`src/rtl/multiplier.sv`:
```
// Combinational FP32 multiplier: 24x24 mantissa product, single normalise step,
// round-up on guard & sticky, with exception/overflow/underflow flags.
module multiplier (
  input  logic [31:0] a,
  input  logic [31:0] b,
  output logic [31:0] res,
  output logic        exception,
  output logic        overflow,
  output logic        underflow
);

  logic        sign;
  logic        norm;
  logic        round;
  logic        zero;
  logic [23:0] mant_a;
  logic [23:0] mant_b;
  logic [47:0] product;
  logic [46:0] prod_n;
  logic [22:0] mant;
  logic [8:0]  exponent;

  assign sign      = a[31] ^ b[31];
  assign exception = (&a[30:23]) | (&b[30:23]);
  assign mant_a    = {|a[30:23], a[22:0]};
  assign mant_b    = {|b[30:23], b[22:0]};
  assign product   = {24'd0, mant_a} * {24'd0, mant_b};
  assign norm      = product[47];
  assign prod_n    = norm ? product[46:0] : {product[45:0], 1'b0};
  assign round     = |prod_n[22:0];
  assign mant      = prod_n[46:24] + {22'd0, prod_n[23] & round};
  // An all-zero fraction after rounding is reported as a signed zero.
  assign zero      = ~exception & (mant == 23'd0);
  assign exponent  = {1'b0, a[30:23]} + {1'b0, b[30:23]} - 9'd127 + {8'd0, norm};
  assign overflow  = exponent[8] & ~exponent[7] & ~zero;
  assign underflow = exponent[8] & exponent[7] & ~zero;

  always_comb begin
    if (exception) begin
      res = 32'd0;
    end else if (zero || underflow) begin
      res = {sign, 31'd0};
    end else if (overflow) begin
      res = {sign, 8'hff, 23'd0};
    end else begin
      res = {sign, exponent[7:0], mant};
    end
  end

endmodule

```
`src/rtl/fp_mul_arbiter.sv`:
```
// Round-robin arbiter sharing one FP32 multiplier among NUM_REQ requesters.
// Granted operands run through a PIPE_STAGES-deep tagged pipeline; results return one-hot.
module fp_mul_arbiter #(
  parameter int unsigned NUM_REQ     = 4,
  parameter int unsigned PIPE_STAGES = 2
) (
  input  logic                       clk,
  input  logic                       rst,
  input  logic [NUM_REQ-1:0]         req_valid,
  output logic [NUM_REQ-1:0]         req_ready,
  input  logic [NUM_REQ*32-1:0]      req_a,
  input  logic [NUM_REQ*32-1:0]      req_b,
  output logic [NUM_REQ-1:0]         rsp_valid,
  output logic [31:0]                rsp_res,
  output logic                       rsp_exception,
  output logic                       rsp_overflow,
  output logic                       rsp_underflow,
  output logic                       busy,
  output logic [$clog2(NUM_REQ)-1:0] grant_id
);

  localparam int unsigned TAG_W = $clog2(NUM_REQ);

  logic [TAG_W-1:0] ptr;
  logic [TAG_W-1:0] gidx;
  logic             gfound;
  logic [31:0]      sel_a;
  logic [31:0]      sel_b;

  always_comb begin
    logic [TAG_W-1:0] idx;
    idx       = '0;
    req_ready = '0;
    gidx      = '0;
    gfound    = 1'b0;
    for (int unsigned k = 0; k < NUM_REQ; k++) begin
      idx = TAG_W'((32'(ptr) + k) % NUM_REQ);
      if (!gfound && !rst && req_valid[idx]) begin
        gfound         = 1'b1;
        req_ready[idx] = 1'b1;
        gidx           = idx;
      end
    end
  end

  // req_ready is one-hot or zero, so an OR-mux selects the granted operands.
  always_comb begin
    sel_a = '0;
    sel_b = '0;
    for (int i = 0; i < NUM_REQ; i++) begin
      if (req_ready[i]) begin
        sel_a = sel_a | req_a[32*i +: 32];
        sel_b = sel_b | req_b[32*i +: 32];
      end
    end
  end

  assign grant_id = gidx;

  always_ff @(posedge clk or posedge rst) begin
    if (rst) begin
      ptr <= '0;
    end else if (gfound) begin
      ptr <= (32'(gidx) == NUM_REQ - 1) ? '0 : gidx + 1'b1;
    end
  end

  logic             s1_valid;
  logic [TAG_W-1:0] s1_tag;
  logic [31:0]      s1_a;
  logic [31:0]      s1_b;

  always_ff @(posedge clk or posedge rst) begin
    if (rst) begin
      s1_valid <= 1'b0;
      s1_tag   <= '0;
      s1_a     <= '0;
      s1_b     <= '0;
    end else begin
      s1_valid <= gfound;
      if (gfound) begin
        s1_tag <= gidx;
        s1_a   <= sel_a;
        s1_b   <= sel_b;
      end
    end
  end

  logic [31:0] m_res;
  logic        m_exc;
  logic        m_ovf;
  logic        m_unf;

  multiplier u_mul (
    .a         (s1_a),
    .b         (s1_b),
    .res       (m_res),
    .exception (m_exc),
    .overflow  (m_ovf),
    .underflow (m_unf)
  );

  logic             last_valid;
  logic [TAG_W-1:0] last_tag;
  logic [31:0]      last_res;
  logic [2:0]       last_flags;
  logic             pipe_busy;

  if (PIPE_STAGES > 1) begin : gen_pipe
    localparam int unsigned NS = PIPE_STAGES - 1;

    logic [NS-1:0]    pv;
    logic [TAG_W-1:0] pt [NS];
    logic [31:0]      pr [NS];
    logic [2:0]       pf [NS];

    always_ff @(posedge clk or posedge rst) begin
      if (rst) begin
        pv <= '0;
        for (int s = 0; s < NS; s++) begin
          pt[s] <= '0;
          pr[s] <= '0;
          pf[s] <= '0;
        end
      end else begin
        pv[0] <= s1_valid;
        pt[0] <= s1_tag;
        pr[0] <= m_res;
        pf[0] <= {m_exc, m_ovf, m_unf};
        for (int s = 1; s < NS; s++) begin
          pv[s] <= pv[s-1];
          pt[s] <= pt[s-1];
          pr[s] <= pr[s-1];
          pf[s] <= pf[s-1];
        end
      end
    end

    assign last_valid = pv[NS-1];
    assign last_tag   = pt[NS-1];
    assign last_res   = pr[NS-1];
    assign last_flags = pf[NS-1];
    assign pipe_busy  = |pv;
  end else begin : gen_comb
    assign last_valid = s1_valid;
    assign last_tag   = s1_tag;
    assign last_res   = m_res;
    assign last_flags = {m_exc, m_ovf, m_unf};
    assign pipe_busy  = 1'b0;
  end

  always_comb begin
    rsp_valid = '0;
    if (last_valid) begin
      rsp_valid[last_tag] = 1'b1;
    end
  end

  assign rsp_res                                       = last_res;
  assign {rsp_exception, rsp_overflow, rsp_underflow} = last_flags;
  assign busy                                          = s1_valid | pipe_busy;

endmodule

```
`config.mk`:
```
export PLATFORM = sky130hd
export DESIGN_NAME = fp_mul_arbiter
export DESIGN_NICKNAME = d
export VERILOG_FILES = /design/src/rtl/multiplier.sv /design/src/rtl/fp_mul_arbiter.sv
export SDC_FILE = /design/constraint.sdc
export NUM_CORES = 2
export LEC_CHECK = 0
export BUFFER_PORTS_ARGS = -buffer_cell sky130_fd_sc_hd__buf_2
export CAP_MARGIN = 20
export CORE_ASPECT_RATIO = 1.5
export CORE_UTILIZATION = 67
export CTS_BUF_LIST = sky130_fd_sc_hd__clkbuf_8
export DETAILED_ROUTE_END_ITERATION = 8
export PLACE_DENSITY = 0.95
export SYNTH_ARGS = -nofsm -noshare
export SYNTH_HDL_FRONTEND = slang
export SYNTH_SLANG_ARGS = --single-unit
```
`constraint.sdc`:
```
create_clock -name clk -period 19.5 [get_ports clk]
set_clock_uncertainty 0.1 [all_clocks]
set_input_delay 2.925 -clock clk [delete_from_list [all_inputs] [get_ports clk]]
set_output_delay 2.925 -clock clk [all_outputs]
set_load 0.01 [all_outputs]
```
=== After elaboration in Yosys (flattened, before gate mapping) ===
Cells that the tools add are included.

* Add/sub/neg operators: 8
* Multipliers: 1
* Order comparisons: 10
* Eq/ne operators: 1
* Muxes and demuxes: 44
* Bitwise gates (word level): 21
* Reductions and logical operators: 23

{| class="wikitable"
|+ Operator list
! operator !! count
|-
| 32-bit 2-to-1 mux || 9
|-
| 32-bit bitwise OR || 6
|-
| 31-bit 2-to-1 mux || 2
|-
| 24-bit by 24-bit multiplier with 48-bit output || 1
|-
| 47-bit 2-to-1 mux || 1
|-
| 23-bit by 1-bit adder with 23-bit output || 1
|-
| 23-bit zero test || 1
|-
| 23-bit OR reduction || 1
|-
| 4-bit 2-to-1 mux || 5
|-
| 8-bit AND reduction || 2
|-
| 8-bit OR reduction || 2
|-
| 2-bit by 3-bit < comparator with 1-bit output (second input constant) || 5
|-
| 1-bit 2-to-1 mux || 13
|-
| 1-bit logical AND || 12
|-
| 4-bit bitwise OR || 3
|-
| 1-bit demux with 2-bit select || 5
|-
| 2-bit by 1-bit >= comparator with 1-bit output (second input constant) || 5
|-
| 2-bit 2-to-1 mux || 5
|-
| 8-bit by 8-bit adder with 9-bit output || 1
|-
| 9-bit by 1-bit adder with 9-bit output || 1
|-
| 9-bit by 7-bit subtractor with 9-bit output (second input constant) || 1
|-
| 1-bit binary-select mux with 2-bit select || 4
|-
| 1-bit bitwise AND || 6
|-
| 2-bit by 1-bit adder with 2-bit output (second input constant) || 2
|-
| 7 further kinds || 14
|}

* Bits in registers: 107
* Bits of input ports: 262
* Output and inout bits: 46

=== Depth between registers and ports, before layout ===
* Depth in word-level cells: 23
* Depth in mapped cells: 48

=== Modules after synthesis ===
Synthesis repeated with hierarchy kept, for this count alone.

* Cells, all modules: 3086
* Area, all modules: 26868.3 µm²

{| class="wikitable"
|+ Modules (own cells, without submodules)
! module !! times used !! cells each !! area each (µm²) !! seq. area each (µm²)
|-
| multiplier || 1 || 2593 || 21618.2 || 0.0
|-
| fp_mul_arbiter || 1 || 493 || 5250.0 || 2677.6
|}

=== Worst setup path after synthesis ===
OpenSTA, ideal clock, no wires.

* Path type: reg-to-reg
* Start: register s1_b[3]
* End: register gen_pipe.pr, in the netlist rsp_res[30]
* Setup time: 0.144 ns
* Data arrival time: 10.267 ns
* Required time: 19.256 ns
* Slack: 8.989 ns
* Cell stages (with the launch flop): 45
* Period minus slack after synthesis: 10.511 ns
* Cell sequence: dfrtp_1 > clkbuf_1 > clkbuf_1 > nand2_1 > fa_1 > inv_1 > fa_1 > fa_1 > inv_1 > fa_1 > inv_1 > fa_1 > inv_1 > fa_1 > inv_1 > fa_1 > ha_1 > buf_2 > [... 9 more ...] > buf_2 > buf_1 > clkbuf_1 > nand3_1 > o21ai_0 > ha_1 > ha_1 > inv_1 > a311oi_1 > o211a_2 > nand4_2 > nor4b_4 > o2111ai_2 > or3b_1 > o211a_1 > a21o_1 > nor4_4 > a211oi_1

* Word-level cells in the longest chain between the ends: 12
* Elaborated cells between the ends (all ways): 18

{| class="wikitable"
|+ Ends and longest elaborated chain
! what !! line !! source
|-
| start: declaration || fp_mul_arbiter.sv:71 || <nowiki>logic [31:0] s1_b;</nowiki>
|-
| start signal: assignment || fp_mul_arbiter.sv:84 || <nowiki>s1_b <= sel_b;</nowiki>
|-
| 24-bit by 24-bit multiplier with 48-bit output (*) || multiplier.sv:27 || <nowiki>assign product = {24'd0, mant_a} * {24'd0, mant_b};</nowiki>
|-
| 47-bit 2-to-1 mux || multiplier.sv:29 || <nowiki>assign prod_n = norm ? product[46:0] : {product[45:0], 1'b0};</nowiki>
|-
| 23-bit OR reduction || multiplier.sv:30 || <nowiki>assign round = |prod_n[22:0];</nowiki>
|-
| 1-bit bitwise AND || multiplier.sv:31 || <nowiki>assign mant = prod_n[46:24] + {22'd0, prod_n[23] & round};</nowiki>
|-
| 23-bit by 1-bit adder with 23-bit output || multiplier.sv:31 ||
|-
| 23-bit zero test || multiplier.sv:33 || <nowiki>assign zero = ~exception & (mant == 23'd0);</nowiki>
|-
| 1-bit bitwise AND || multiplier.sv:33 ||
|-
| 1-bit inverter || multiplier.sv:35, multiplier.sv:36 ||
|-
| 1-bit bitwise AND (on tied branches) || multiplier.sv:35, multiplier.sv:36 ||
|-
| 31-bit 2-to-1 mux or 1-bit logical OR (tied branches) || multiplier.sv:43, multiplier.sv:41 ||
|-
| 31-bit 2-to-1 mux (*) || multiplier.sv:41 || <nowiki>end else if (zero || underflow) begin</nowiki>
|-
| 32-bit 2-to-1 mux (*) || multiplier.sv:39 || <nowiki>if (exception) begin</nowiki>
|-
| via m_res[30] || fp_mul_arbiter.sv:89 || <nowiki>logic [31:0] m_res;</nowiki>
|-
| end signal: indexed assignment || fp_mul_arbiter.sv:133 || <nowiki>pr[s] <= pr[s-1];</nowiki>
|-
| end: declaration || fp_mul_arbiter.sv:114 || <nowiki>logic [31:0] pr [NS];</nowiki>
|}

The timed path passes the listed nets; every way through them passes the cells marked *.
A chain may end at the register's enable or synchronous reset.

=== Worst setup path after layout ===
* Start: register s1_a[30]
* End: register gen_pipe.pr, in the netlist rsp_res[30]

* Word-level cells in the longest chain between the ends: 13
* Elaborated cells between the ends (all ways): 24

{| class="wikitable"
|+ Ends and longest elaborated chain
! what !! line !! source
|-
| start: declaration || fp_mul_arbiter.sv:70 || <nowiki>logic [31:0] s1_a;</nowiki>
|-
| start signal: assignment || fp_mul_arbiter.sv:83 || <nowiki>s1_a <= sel_a;</nowiki>
|-
| 8-bit OR reduction || multiplier.sv:25 || <nowiki>assign mant_a = {|a[30:23], a[22:0]};</nowiki>
|-
| 24-bit by 24-bit multiplier with 48-bit output || multiplier.sv:27 ||
|-
| 47-bit 2-to-1 mux || multiplier.sv:29 ||
|-
| 23-bit OR reduction || multiplier.sv:30 ||
|-
| 1-bit bitwise AND || multiplier.sv:31 ||
|-
| 23-bit by 1-bit adder with 23-bit output || multiplier.sv:31 ||
|-
| 23-bit zero test || multiplier.sv:33 ||
|-
| 1-bit bitwise AND || multiplier.sv:33 ||
|-
| 1-bit inverter || multiplier.sv:35, multiplier.sv:36 ||
|-
| 1-bit bitwise AND (on tied branches) || multiplier.sv:35, multiplier.sv:36 ||
|-
| 31-bit 2-to-1 mux or 1-bit logical OR (tied branches) || multiplier.sv:43, multiplier.sv:41 ||
|-
| 31-bit 2-to-1 mux || multiplier.sv:41 ||
|-
| 32-bit 2-to-1 mux (*) || multiplier.sv:39 ||
|-
| via m_res[30] || fp_mul_arbiter.sv:89 ||
|}

Marked as above.

==> summary.md <==
| Metric | Value |
|---|---|
| FILL cells | `2562` |
| Cts bufs inserted | `9` |
| Syn_nets | `approximately 4k` |
| IO Pins | `around 310` |
| Post-synthesis mux area share | `0.00555` |
| Largest family of logic cells by synthesized area | `adder cells` |
| Non-filler instance count after layout | `about 3.7k` |
| Most used cell, CP | `fa_1` |
| Gr usage total | `0.420` |
| Post-Synth Simple-Gate Area | `0.176` |
| PostCTS Resize Cnt | `0` |
| Pre-CTS setup slack | `7.46 ns` |
| Post-synth EDFFs | `0` |
| RePlAce Congestion | `between 1 and 1.5` |
| Minimum clock period | `around 12 ns` |
| Ys flop type | `dfrtp_1` |
| CTS tree | `yes` |
| Detailed-route via count | `around 24k` |
| HP Start | `s1_tag[0]$_DFFE_PP0P_` |
| Worst Setup SP | `s1_a[30]$_DFFE_PP0P_` |
| Post-synthesis compound-gate area fraction | `0.123` |
| CP Data Arrival Time | `between 10 and 15 ns` |
| Die X | `around 160 µm` |
| Final nets | `between 4k and 5k` |
| Worst reg-to-reg path cell count | `35` |
| Top delay family on crit path | `adder cells` |
| Inst Count DP | `around 3.7k` |
| Synth Area in Adders | `0.462` |
| Worst R2R Setup Slack | `roughly 7.3 ns` |
| Status | `complete, no violations` |
| Average cell area after synthesis | `around 8.6 µm²` |
| Reg-to-Reg Start | `s1_a[30]$_DFFE_PP0P_` |
| Hold depth | `0` |
| WHS Endpoint | `gen_pipe.pt[0]$_DFF_PP0_` |
| Final Instance Area | `around 28000 µm²` |
| Fmax | `between 0.08 and 0.09 GHz` |
| Worst path required time | `slightly below 20 ns` |
| Worst setup SP type | `flip-flop` |
| Drc violations | `0` |
| Slowest-stage cell, CP | `nand2_1` |
| Distinct cells, synth | `between 80 and 90` |
| Initial antenna violation count | `5` |
| Setup Crit Path Kind | `flip-flop to flip-flop` |
| Final Hold Fails | `0` |
| Register area | `roughly 2700 µm²` |
| Largest net degree at the start of global routing | `74` |
| Cts hold-fix bufs | `0` |
| First DRT Iteration DRCs | `~2.0k` |
| Clock Sinks | `107` |
| # Max-Cap Violations | `0` |
| Crit path capture type | `flip-flop` |
| Antenna Violating Nets Remaining | `0` |
| Congestion Overflow GR | `0` |
| WL per Instance | `about 22 µm` |
| WL final | `roughly 81000 µm` |
| Full die area | `40200 µm²` |
| Dpl cell area | `between 20000 and 30000 µm²` |
| #FFs+latches synth | `~110` |
| RSZ-0062 raised after global routing | `false` |
| Reg2reg end | `rsp_res[30]$_DFF_PP0_` |
| CP max stage delay | `between 0.6 and 0.7 ns` |
| CTS H-tree lvls | `3` |
| Clock root cell | `clkbuf_8` |
| Clock-pin slew on the worst setup and hold paths | `0.10 ns` |
| Worst Path Buf+Inv | `5` |
| IO buf count | `just over 300` |
| Core ar. | `a little under 40000 µm²` |
| Post-Synth XOR/XNOR Area | `0.0258` |
| Ys async rst share | `1.00` |
| Synthesized area | `26400 µm²` |
| First-pass GRT wire length | `around 130000 µm` |
| Worst Max-Slew Pin Slew | `1.27 ns` |
| Starting Density | `0.682` |
| Crit path max fanout | `44` |
| Worst slew margin | `0.156` |
| Tcrit/Tclk final | `0.628` |
| Routed vias/inst | `6.39` |
| Final setup margin | `about 7.3 ns` |
| Hpwl dp | `64500 µm` |
| Clock Latency Late Sink | `between 0.4 and 0.5 ns` |
| Final count of negative-setup-slack endpoints | `0` |
| Postcts setup bufs | `0` |
| DR pass1 iterations | `9` |
| Ys Warns | `0` |
| Multi-input gate area | `between 20000 and 25000 µm²` |
| Vias in the first global route | `approximately 26k` |
| Share of post-route cells with drive strength above 1 | `0.123` |
| Die height | `roughly 240 µm` |
| Class of the worst hold path | `flip-flop to flip-flop` |
| Cell count after synthesis | `3075` |
| Worst-case clock buffer depth | `2` |
| Sequential share of the synthesized area | `0.102` |
| Syn-to-layout area delta | `7.58%` |
| Rows | `around 90` |
| Max Slew Vio Count | `0` |
| Setup tns final | `0 ns` |
==> cell type report <==
class | instances | share of cell area
sequential | 107 | 0.0944
clock inverter | 7 | 0.00137
antenna | 1 | 0.0000882
timing repair buffer | 348 | 0.0664
multi-input combinational | 2227 | 0.738
tap | 495 | 0.0218
inverter | 552 | 0.0731
clock buffer | 9 | 0.00437
==> kinds of logic (layout without fill, tap and decap cells) <==
family / Yosys count / in the layout
simple gates: 972 / 972
buf+inv: 741 / 916
fa+ha+maj: 683 / 683
compound gates: 482 / 482
flops: 107 / 107
xor+xnor: 76 / 76
mux: 14 / 14
other cells: 0 / 1
==> per-layer routing <==
layer | up-vias | global-route usage | share of wire
met5 | - | 0 | 0.00035
met1 | 11556 | 0.467 | 0.33
met4 | 4 | 0.305 | 0.080
met2 | 1703 | 0.699 | 0.49
li1 | 10090 | - | -
met3 | 580 | 0.103 | 0.10
==> worst max-delay path by stage <==
stage | endpoint | slack (ns) | cells past startpoint
6_report | rsp_res[30]$_DFF_PP0_ | 7.25 | 35
5_1_grt | rsp_res[30]$_DFF_PP0_ | 6.47 | 35
4_1_cts | rsp_res[30]$_DFF_PP0_ | 7.38 | 35
3_5_place_dp | rsp_res[28]$_DFF_PP0_ | 7.46 | 35
3_3_place_gp | rsp_res[30]$_DFF_PP0_ | 7.85 | 36
2_1_floorplan | rsp_res[30]$_DFF_PP0_ | 8.99 | 44
==> registers in the layout, summed over array words and instances (netlist names), named ones only <==
name and cells:
s1_tag 2, rsp_res 32, ptr 1, s1_valid 1, gen_pipe.pv 1, gen_pipe.pt 2, s1_a 32, gen_pipe.pf 3
s1_b 32
==> cell usage in the layout, fill, tap and decap left out, drive strengths merged, types with 10 or more instances in the layout <==
cell	count
xnor2	59
a21oi	78
nand4	33
fa	483
ha	200
inv	555
nand3	24
a22oi	128
dfrtp	107
nor4	11
nand2	460
a211oi	10
xor2	17
a21o	19
buf	348
o21ai	81
o21bai	13
and2	218
or2	11
a31oi	78
nor2	136
nor3	25
==> synthesized netlist by cell type, drive strengths merged (17+ instances only) <==
cell	n	area [µm²]
a21o	19	143
a21oi	78	390
a22oi	128	961
a31oi	78	494
and2	218	1360
buf	25	114
clkbuf	164	616
dfrtp	107	2680
fa	483	9670
ha	200	2500
inv	552	2070
nand2	460	1730
nand3	24	120
nand4	33	213
nor2	136	510
nor3	25	135
o21ai	81	405
xnor2	59	517
xor2	17	164
==> metrics by stage <==
step	hold WS, ns	utilization
global route	0.303	0.734
floorplan	0.246	-
finish	0.293	0.734
global placement	0.258	0.728
CTS	0.290	0.732
detailed placement	0.268	0.728
Power is left out: the tool's default activity adds up to more than one toggle a clock period on the data nets, which glitch-free logic cannot reach.
